===== src/rtl/mc_ctrl_pkg.sv =====
// Shared encodings for the multi-cycle controller: FSM states, opcode/funct
// constants, datapath select codes and the instruction-class record.
package mc_pkg;

    typedef enum logic [2:0] {
        S_FETCH = 3'd0,
        S_DCODE = 3'd1,
        S_EXE   = 3'd2,
        S_MEM   = 3'd3,
        S_WB    = 3'd4,
        S_HALT  = 3'd5
    } state_t;

    localparam logic [5:0] OP_RTYPE = 6'b000000;
    localparam logic [5:0] OP_LW    = 6'b100011;
    localparam logic [5:0] OP_SW    = 6'b101011;
    localparam logic [5:0] OP_BEQ   = 6'b000100;
    localparam logic [5:0] OP_BNE   = 6'b000101;
    localparam logic [5:0] OP_ADDI  = 6'b001000;
    localparam logic [5:0] OP_ORI   = 6'b001101;
    localparam logic [5:0] OP_LUI   = 6'b001111;
    localparam logic [5:0] OP_J     = 6'b000010;
    localparam logic [5:0] OP_JAL   = 6'b000011;

    localparam logic [5:0] FN_ADDU  = 6'b100001;
    localparam logic [5:0] FN_SUBU  = 6'b100011;
    localparam logic [5:0] FN_AND   = 6'b100100;
    localparam logic [5:0] FN_OR    = 6'b100101;
    localparam logic [5:0] FN_SLT   = 6'b101010;
    localparam logic [5:0] FN_SLL   = 6'b000000;
    localparam logic [5:0] FN_JR    = 6'b001000;
    localparam logic [5:0] FN_JALR  = 6'b001001;

    typedef enum logic [3:0] {
        ALU_NOP = 4'd0,
        ALU_ADD = 4'd1,
        ALU_SUB = 4'd2,
        ALU_AND = 4'd3,
        ALU_OR  = 4'd4,
        ALU_SLT = 4'd5,
        ALU_SLL = 4'd6,
        ALU_LUI = 4'd7
    } alu_op_t;

    typedef enum logic [1:0] {
        NPC_PC4    = 2'b00,
        NPC_BRANCH = 2'b01,
        NPC_JUMP   = 2'b10,
        NPC_JR     = 2'b11
    } npc_op_t;

    typedef enum logic [1:0] {
        GPR_RD  = 2'b00,
        GPR_RT  = 2'b01,
        GPR_R31 = 2'b10
    } gpr_sel_t;

    typedef enum logic [1:0] {
        WD_ALU = 2'b00,
        WD_MDR = 2'b01,
        WD_PC  = 2'b10
    } wd_sel_t;

    typedef struct packed {
        logic r_alu;
        logic jr;
        logic jalr;
        logic lw;
        logic sw;
        logic beq;
        logic bne;
        logic addi;
        logic ori;
        logic lui;
        logic j;
        logic jal;
    } instr_cls_t;

    function automatic alu_op_t funct_alu_op(input logic [5:0] funct);
        case (funct)
            FN_ADDU: return ALU_ADD;
            FN_SUBU: return ALU_SUB;
            FN_AND:  return ALU_AND;
            FN_OR:   return ALU_OR;
            FN_SLT:  return ALU_SLT;
            FN_SLL:  return ALU_SLL;
            default: return ALU_NOP;
        endcase
    endfunction

endpackage


===== src/rtl/mc_ctrl_if.sv =====
// Controller <-> datapath bundle: IR fields and Zero in, every datapath
// select/enable plus debug state and illegal flag out.
interface mc_ctrl_if;
    logic [5:0] Op;
    logic [5:0] Funct;
    logic       Zero;
    logic       PCWrite;
    logic       IRWrite;
    logic       IorD;
    logic       MemWrite;
    logic       RegWrite;
    logic       EXTOp;
    logic       ALUSrcA;
    logic       ALUSrcB;
    logic [3:0] ALUOp;
    logic [1:0] NPCOp;
    logic [1:0] GPRSel;
    logic [1:0] WDSel;
    logic [2:0] state;
    logic       illegal;

    modport master (
        input  Op, Funct, Zero,
        output PCWrite, IRWrite, IorD, MemWrite, RegWrite, EXTOp,
               ALUSrcA, ALUSrcB, ALUOp, NPCOp, GPRSel, WDSel, state, illegal
    );

    modport slave (
        output Op, Funct, Zero,
        input  PCWrite, IRWrite, IorD, MemWrite, RegWrite, EXTOp,
               ALUSrcA, ALUSrcB, ALUOp, NPCOp, GPRSel, WDSel, state, illegal
    );
endinterface


===== src/rtl/mc_ctrl_dec.sv =====
// Combinational instruction classifier: Op/Funct to a one-hot class record
// plus a legal flag (no class matched means undefined instruction).
module mc_ctrl_dec
    import mc_pkg::*;
(
    input  logic [5:0] Op,
    input  logic [5:0] Funct,
    output instr_cls_t cls,
    output logic       legal
);

    logic is_r;

    always_comb begin
        is_r      = (Op == OP_RTYPE);
        cls       = '0;
        cls.r_alu = is_r && (Funct == FN_ADDU || Funct == FN_SUBU || Funct == FN_AND ||
                             Funct == FN_OR   || Funct == FN_SLT  || Funct == FN_SLL);
        cls.jr    = is_r && (Funct == FN_JR);
        cls.jalr  = is_r && (Funct == FN_JALR);
        cls.lw    = (Op == OP_LW);
        cls.sw    = (Op == OP_SW);
        cls.beq   = (Op == OP_BEQ);
        cls.bne   = (Op == OP_BNE);
        cls.addi  = (Op == OP_ADDI);
        cls.ori   = (Op == OP_ORI);
        cls.lui   = (Op == OP_LUI);
        cls.j     = (Op == OP_J);
        cls.jal   = (Op == OP_JAL);
        legal     = |cls;
    end

endmodule


===== src/rtl/mc_ctrl.sv =====
// Multi-cycle CPU controller: FETCH/DCODE/EXE/MEM/WB sequencer driving all
// datapath selects. Optional MC_CTRL_ILLEGAL_TRAP_EN traps undefined opcodes in HALT.
module mc_ctrl
    import mc_pkg::*;
(
    input  logic          clk,
    input  logic          rst,
    mc_ctrl_if.master     bus
);

    state_t     cur, nxt;
    instr_cls_t cls;
    logic       legal;

    logic     pc_write, ir_write, i_or_d, mem_write, reg_write;
    logic     ext_op, alu_src_a, alu_src_b;
    alu_op_t  alu_op;
    npc_op_t  npc_op;
    gpr_sel_t gpr_sel;
    wd_sel_t  wd_sel;

    mc_ctrl_dec u_dec (
        .Op    (bus.Op),
        .Funct (bus.Funct),
        .cls   (cls),
        .legal (legal)
    );

    always_ff @(posedge clk) begin
        if (rst) cur <= S_FETCH;
        else     cur <= nxt;
    end

    always_comb begin
        nxt       = cur;
        pc_write  = 1'b0;
        ir_write  = 1'b0;
        i_or_d    = 1'b0;
        mem_write = 1'b0;
        reg_write = 1'b0;
        ext_op    = 1'b0;
        alu_src_a = 1'b0;
        alu_src_b = 1'b0;
        alu_op    = ALU_NOP;
        npc_op    = NPC_PC4;
        gpr_sel   = GPR_RD;
        wd_sel    = WD_ALU;

        case (cur)
            S_FETCH: begin
                ir_write = 1'b1;
                pc_write = 1'b1;
                nxt      = S_DCODE;
            end
            S_DCODE: begin
                // PC already holds PC+4 here, so link writes take WD_PC directly
                if (cls.j || cls.jal) begin
                    pc_write = 1'b1;
                    npc_op   = NPC_JUMP;
                    if (cls.jal) begin
                        reg_write = 1'b1;
                        gpr_sel   = GPR_R31;
                        wd_sel    = WD_PC;
                    end
                    nxt = S_FETCH;
                end else if (cls.jr || cls.jalr) begin
                    pc_write = 1'b1;
                    npc_op   = NPC_JR;
                    if (cls.jalr) begin
                        reg_write = 1'b1;
                        gpr_sel   = GPR_RD;
                        wd_sel    = WD_PC;
                    end
                    nxt = S_FETCH;
                end else if (legal) begin
                    nxt = S_EXE;
                end else begin
`ifdef MC_CTRL_ILLEGAL_TRAP_EN
                    nxt = S_HALT;
`else
                    nxt = S_FETCH;
`endif
                end
            end
            S_EXE: begin
                if (cls.r_alu) begin
                    alu_op    = funct_alu_op(bus.Funct);
                    alu_src_a = (bus.Funct == FN_SLL);
                    nxt       = S_WB;
                end else if (cls.addi || cls.lw || cls.sw) begin
                    ext_op    = 1'b1;
                    alu_src_b = 1'b1;
                    alu_op    = ALU_ADD;
                    nxt       = (cls.lw || cls.sw) ? S_MEM : S_WB;
                end else if (cls.ori) begin
                    alu_src_b = 1'b1;
                    alu_op    = ALU_OR;
                    nxt       = S_WB;
                end else if (cls.lui) begin
                    alu_src_b = 1'b1;
                    alu_op    = ALU_LUI;
                    nxt       = S_WB;
                end else if (cls.beq || cls.bne) begin
                    alu_op   = ALU_SUB;
                    npc_op   = NPC_BRANCH;
                    pc_write = (cls.beq && bus.Zero) || (cls.bne && !bus.Zero);
                    nxt      = S_FETCH;
                end else begin
                    nxt = S_FETCH;
                end
            end
            S_MEM: begin
                i_or_d = 1'b1;
                if (cls.sw) begin
                    mem_write = 1'b1;
                    nxt       = S_FETCH;
                end else begin
                    nxt = S_WB;
                end
            end
            S_WB: begin
                reg_write = 1'b1;
                if (cls.r_alu) begin
                    gpr_sel = GPR_RD;
                    wd_sel  = WD_ALU;
                end else if (cls.lw) begin
                    gpr_sel = GPR_RT;
                    wd_sel  = WD_MDR;
                end else begin
                    gpr_sel = GPR_RT;
                    wd_sel  = WD_ALU;
                end
                nxt = S_FETCH;
            end
            S_HALT: begin
`ifdef MC_CTRL_ILLEGAL_TRAP_EN
                nxt = S_HALT;
`else
                nxt = S_FETCH;
`endif
            end
            default: nxt = S_FETCH;
        endcase

        // Reset wins over every state so an aborted instruction leaves no partial write
        if (rst) begin
            pc_write  = 1'b0;
            ir_write  = 1'b0;
            i_or_d    = 1'b0;
            mem_write = 1'b0;
            reg_write = 1'b0;
            ext_op    = 1'b0;
            alu_src_a = 1'b0;
            alu_src_b = 1'b0;
            alu_op    = ALU_NOP;
            npc_op    = NPC_PC4;
            gpr_sel   = GPR_RD;
            wd_sel    = WD_ALU;
        end
    end

    assign bus.PCWrite  = pc_write;
    assign bus.IRWrite  = ir_write;
    assign bus.IorD     = i_or_d;
    assign bus.MemWrite = mem_write;
    assign bus.RegWrite = reg_write;
    assign bus.EXTOp    = ext_op;
    assign bus.ALUSrcA  = alu_src_a;
    assign bus.ALUSrcB  = alu_src_b;
    assign bus.ALUOp    = alu_op;
    assign bus.NPCOp    = npc_op;
    assign bus.GPRSel   = gpr_sel;
    assign bus.WDSel    = wd_sel;
    assign bus.state    = cur;

`ifdef MC_CTRL_ILLEGAL_TRAP_EN
    assign bus.illegal = (cur == S_HALT) && !rst;
`else
    assign bus.illegal = 1'b0;
`endif

endmodule


===== src/flat_wrapper.sv =====
// flat-port wrapper written by rule: the top's interface ports become plain ports
module mc_ctrl_flat import mc_pkg::*;
  (clk, rst, bus_Op, bus_Funct, bus_Zero, bus_PCWrite, bus_IRWrite, bus_IorD, bus_MemWrite, bus_RegWrite, bus_EXTOp, bus_ALUSrcA, bus_ALUSrcB, bus_ALUOp, bus_NPCOp, bus_GPRSel, bus_WDSel, bus_state, bus_illegal);
  mc_ctrl_if bus_i ();
  input  logic clk;
  input  logic rst;
  input wire logic [$bits(bus_i.Op)-1:0] bus_Op;
  input wire logic [$bits(bus_i.Funct)-1:0] bus_Funct;
  input wire logic [$bits(bus_i.Zero)-1:0] bus_Zero;
  output wire logic [$bits(bus_i.PCWrite)-1:0] bus_PCWrite;
  output wire logic [$bits(bus_i.IRWrite)-1:0] bus_IRWrite;
  output wire logic [$bits(bus_i.IorD)-1:0] bus_IorD;
  output wire logic [$bits(bus_i.MemWrite)-1:0] bus_MemWrite;
  output wire logic [$bits(bus_i.RegWrite)-1:0] bus_RegWrite;
  output wire logic [$bits(bus_i.EXTOp)-1:0] bus_EXTOp;
  output wire logic [$bits(bus_i.ALUSrcA)-1:0] bus_ALUSrcA;
  output wire logic [$bits(bus_i.ALUSrcB)-1:0] bus_ALUSrcB;
  output wire logic [$bits(bus_i.ALUOp)-1:0] bus_ALUOp;
  output wire logic [$bits(bus_i.NPCOp)-1:0] bus_NPCOp;
  output wire logic [$bits(bus_i.GPRSel)-1:0] bus_GPRSel;
  output wire logic [$bits(bus_i.WDSel)-1:0] bus_WDSel;
  output wire logic [$bits(bus_i.state)-1:0] bus_state;
  output wire logic [$bits(bus_i.illegal)-1:0] bus_illegal;
  assign bus_i.Op = bus_Op;
  assign bus_i.Funct = bus_Funct;
  assign bus_i.Zero = bus_Zero;
  assign bus_PCWrite = bus_i.PCWrite;
  assign bus_IRWrite = bus_i.IRWrite;
  assign bus_IorD = bus_i.IorD;
  assign bus_MemWrite = bus_i.MemWrite;
  assign bus_RegWrite = bus_i.RegWrite;
  assign bus_EXTOp = bus_i.EXTOp;
  assign bus_ALUSrcA = bus_i.ALUSrcA;
  assign bus_ALUSrcB = bus_i.ALUSrcB;
  assign bus_ALUOp = bus_i.ALUOp;
  assign bus_NPCOp = bus_i.NPCOp;
  assign bus_GPRSel = bus_i.GPRSel;
  assign bus_WDSel = bus_i.WDSel;
  assign bus_state = bus_i.state;
  assign bus_illegal = bus_i.illegal;
  mc_ctrl u_core (.clk(clk), .rst(rst), .bus(bus_i));
endmodule

===== config.mk =====
export PLATFORM = sky130hd
export DESIGN_NAME = mc_ctrl_flat
export DESIGN_NICKNAME = d
export VERILOG_FILES = /design/src/rtl/mc_ctrl_pkg.sv /design/src/rtl/mc_ctrl_if.sv /design/src/rtl/mc_ctrl_dec.sv /design/src/rtl/mc_ctrl.sv /design/src/flat_wrapper.sv
export SDC_FILE = /design/constraint.sdc
export NUM_CORES = 1
export LEC_CHECK = 0
export ABC_AREA = 0
export CAP_MARGIN = 20
export CORE_MARGIN = 8
export CORE_UTILIZATION = 40
export CTS_CLUSTER_DIAMETER = 30
export DETAILED_ROUTE_END_ITERATION = 12
export PLACE_DENSITY = 0.79
export RECOVER_POWER = 25
export SYNTH_ARGS = -nofsm -noshare
export SYNTH_HDL_FRONTEND = slang
export SYNTH_SLANG_ARGS = --single-unit

===== constraint.sdc =====
create_clock -name clk -period 1.98 [get_ports clk]
set_clock_uncertainty 0.2 [all_clocks]
set_input_delay 0.198 -clock clk [delete_from_list [all_inputs] [get_ports clk]]
set_output_delay 0.198 -clock clk [all_outputs]
set_load 0.02 [all_outputs]

==> results of run 1 <==
-- worst max-delay path, stage by stage --
cell	delay, ns
clkdlybuf4s50_1	0.42
or3_4	0.43
nor3_4	0.26
nand3b_2	0.13
o211ai_2	0.21
buf_6	0.14
-- cell families after synthesis --
logic type	share of synthesized area (%)
AND/OR/NAND/NOR	52.03
AO/OA/AOI/OAI	25.36
buffers and inverters	10.89
XOR/XNOR	3.415
flip-flops	7.805
other	0.4873
-- worst paths after layout --
kind,to,depth (start not counted)
worst max-delay path,bus_RegWrite,6
worst min register to register,u_core.bus.state[0]$_SDFF_PP0_,3
worst min-delay path,u_core.bus.state[1]$_SDFF_PP0_,5
worst max register to register,u_core.bus.state[2]$_SDFF_PP0_,6
-- power by group through the flow --
stage               registers [mW]  clock network [mW]  logic (mW)
floorplan                   0.0678                   0      0.0888
global placement            0.0645                   0       0.179
detailed placement          0.0649                   0       0.184
CTS                         0.0639               0.121       0.183
global route                0.0643               0.131       0.209
finish                      0.0642               0.118       0.196
-- cells in the final DEF (no fill, tap or decap), drive strengths merged, types with 3 or more instances in the layout --
master / count
nand3: 5
nor2: 13
nor3: 5
buf: 58
or2: 3
nand2: 12
dlygate4sd2: 10
inv: 4
dfxtp: 3
o31ai: 3
o21ai: 6
a21oi: 8
nor4b: 3
nand2b: 3
clkdlybuf4s50: 5
clkbuf: 5
or3: 3
-- final cells by class --
type                    instances  area, sq um
multi-input cells              94        743.2
repair buffers                 76        626.9
fillers                       142        374.1
flip-flops and latches          3        62.56
well taps                      27        33.78
clock buffers                   4        26.28
inverters                       4        15.01
-- layer usage --
layer	vias up	share of wire [%]	global-route usage, %
met5	-	0	0
met4	0	2.8	3.741
met3	10	6.6	4.516
met2	56	52	33.23
met1	540	39	18.42
li1	543	-	-
-- what timing repair did --
| action | CTS | global route |
|---|---|---|
| endpoints found under the setup margin | 17 | 17 |
| setup buffers | 1 | 3 |
| resized for setup | 103 | 20 |
| pin swaps | 6 | 8 |
==> flow_summary.toml, run 1 <==
[status]
outcome = "complete, but fails checks"
violations = "negative setup slack"

[synth]
yosys.area.top_type = "dfxtp_1"
ys_dominant_reg_cell = "dfxtp_1"
most_area_consuming_cells_after_synthesis = "dfxtp_1, nand2_1, nor2_1, a21oi_1, nor4b_2"
ys_warn_count = 0
synth_top_area_share_pct = 7.805
yosysSeqAreaShare_pct = 7.805
syn_area_per_cell_sq_um = 6.995
synthTopCellsByCount = "nand2_1, nor2_1, a21oi_1"
number_of_enable_flip_flop_cells_after_synthesis = 0
synth.distinct_cells = 46
synthArstFlopShare_pct = 0
netlist_instances = 110
netlist_area_before_placement_sq_um = 769.5
ys_ff_latch = 3

[sta]
slew_violations = 0
timing.final.ws_setup_ns = -0.2070
final.setup.tns_ns = -1.745
achievable-frequency_mhz = 457.2
fin_hold_ws_ns = 0.3076
final-hold-violation-count = 0
post_route_clock_period_utilization_pct = 110.5
setup_viol_count_final = 13
final_period_minus_worst_setup_slack_ns = 2.187
rsz_0062_raised_after_global_routing = "true"

[die]
die_width_microns = 59.86
core_region_area_sq_um = 1882
num_rows = 16
die-area_sq_um = 3583
initial_core_util_pct = 40.89
die_y_microns = 59.86
boundaryPins = 37

[place]
placedInstanceArea_sq_um = 1395
placedCellCount = 200
dp.final_hpwl_microns = 2334
place.port_buffers = 34
placement.setup.worst_slack_ns = -0.8044
place.gp.congestion = 0.8308

[final_layout]
fin_cells = 208
largest_reg_flops = 3
share_of_layout_cells_above_drive_strength_1_pct = 53.04
antennaDiodeCount = 0
area_delta_synth_final_pct = 95.94
final_util_pct = 80.12
finalInstanceArea_sq_um = 1508
num-nets-final = 197

[global_routing]
first_global_vias = 1100
global_route_wire_length_before_repair_microns = 4899
grt_max_degree = 12
grt_remaining_overflow = 0
grt_util_all_layers_pct = 17.46
number_of_antenna_violations_at_the_first_check_in_global_routing = 0

[worst_setup_path]
r2r_slack_ns = 0.17
critPathMaxFanout = 4
setup.worst_path.end_class = "output pin"
crit_required_ns = 1.58
cp-start-kind = "primary input"
timing.critical_path.from = "bus_Funct[4]"
worstReg2RegStart = "u_core.bus.state[0]$_SDFF_PP0_"
cp_data_arrival_time_ns = 1.79
critical_path_class = "in -> out"

[route]
drt_iter0_drc = 36
post_drt_wl_per_cell_microns = 16.25
routed_wirelength_microns = 3380
vias = 1149
residual_drc_count = 0
drt_pre_antenna_iters = 4
drt-vias-per-instance = 5.524
ant_nets = 0

[clocking]
cts_sinks = 3
cts-buffers-inserted = 3
clk_pin_slew_ns = 0.04
cts_tree = "done"
cts_hold_buf = 0
clock_tree.root_cell = "clkbuf_4"
worst_skew_pair.late_latency_ns = 0.25
h-tree-depth = 1
clock_path_buffers = 2

[power_and_ir_drop]
total_power_mw = 0.3788
combPwrFrac_pct = 51.8
fraction_of_power_consumed_by_sequential_logic_pct = 16.9
leakage_nw = 0.6631
power_switching_mw = 0.1445
power.share.switching_pct = 38.16
power.density_cell_area_nw_per_um2 = 251.3
intPower_mw = 0.2343
vdd_drop_max_mv = 0.1909
share_clk_of_total_power_pct = 31.3

[min_path]
worstHoldStart = "bus_Op[5]"
hold_path.class = "in -> reg"

[job]
cap_viol_max_count = 0
(Power assumes the default switching activity.)
==> inputs of run 2 (changes only) <==
ABC_AREA = not set   (was 0)
SKIP_LAST_GASP = 1   (was not set)
==> results of run 2 <==
Same layout as run 1: the final DEF is identical, and so are final timing and power.
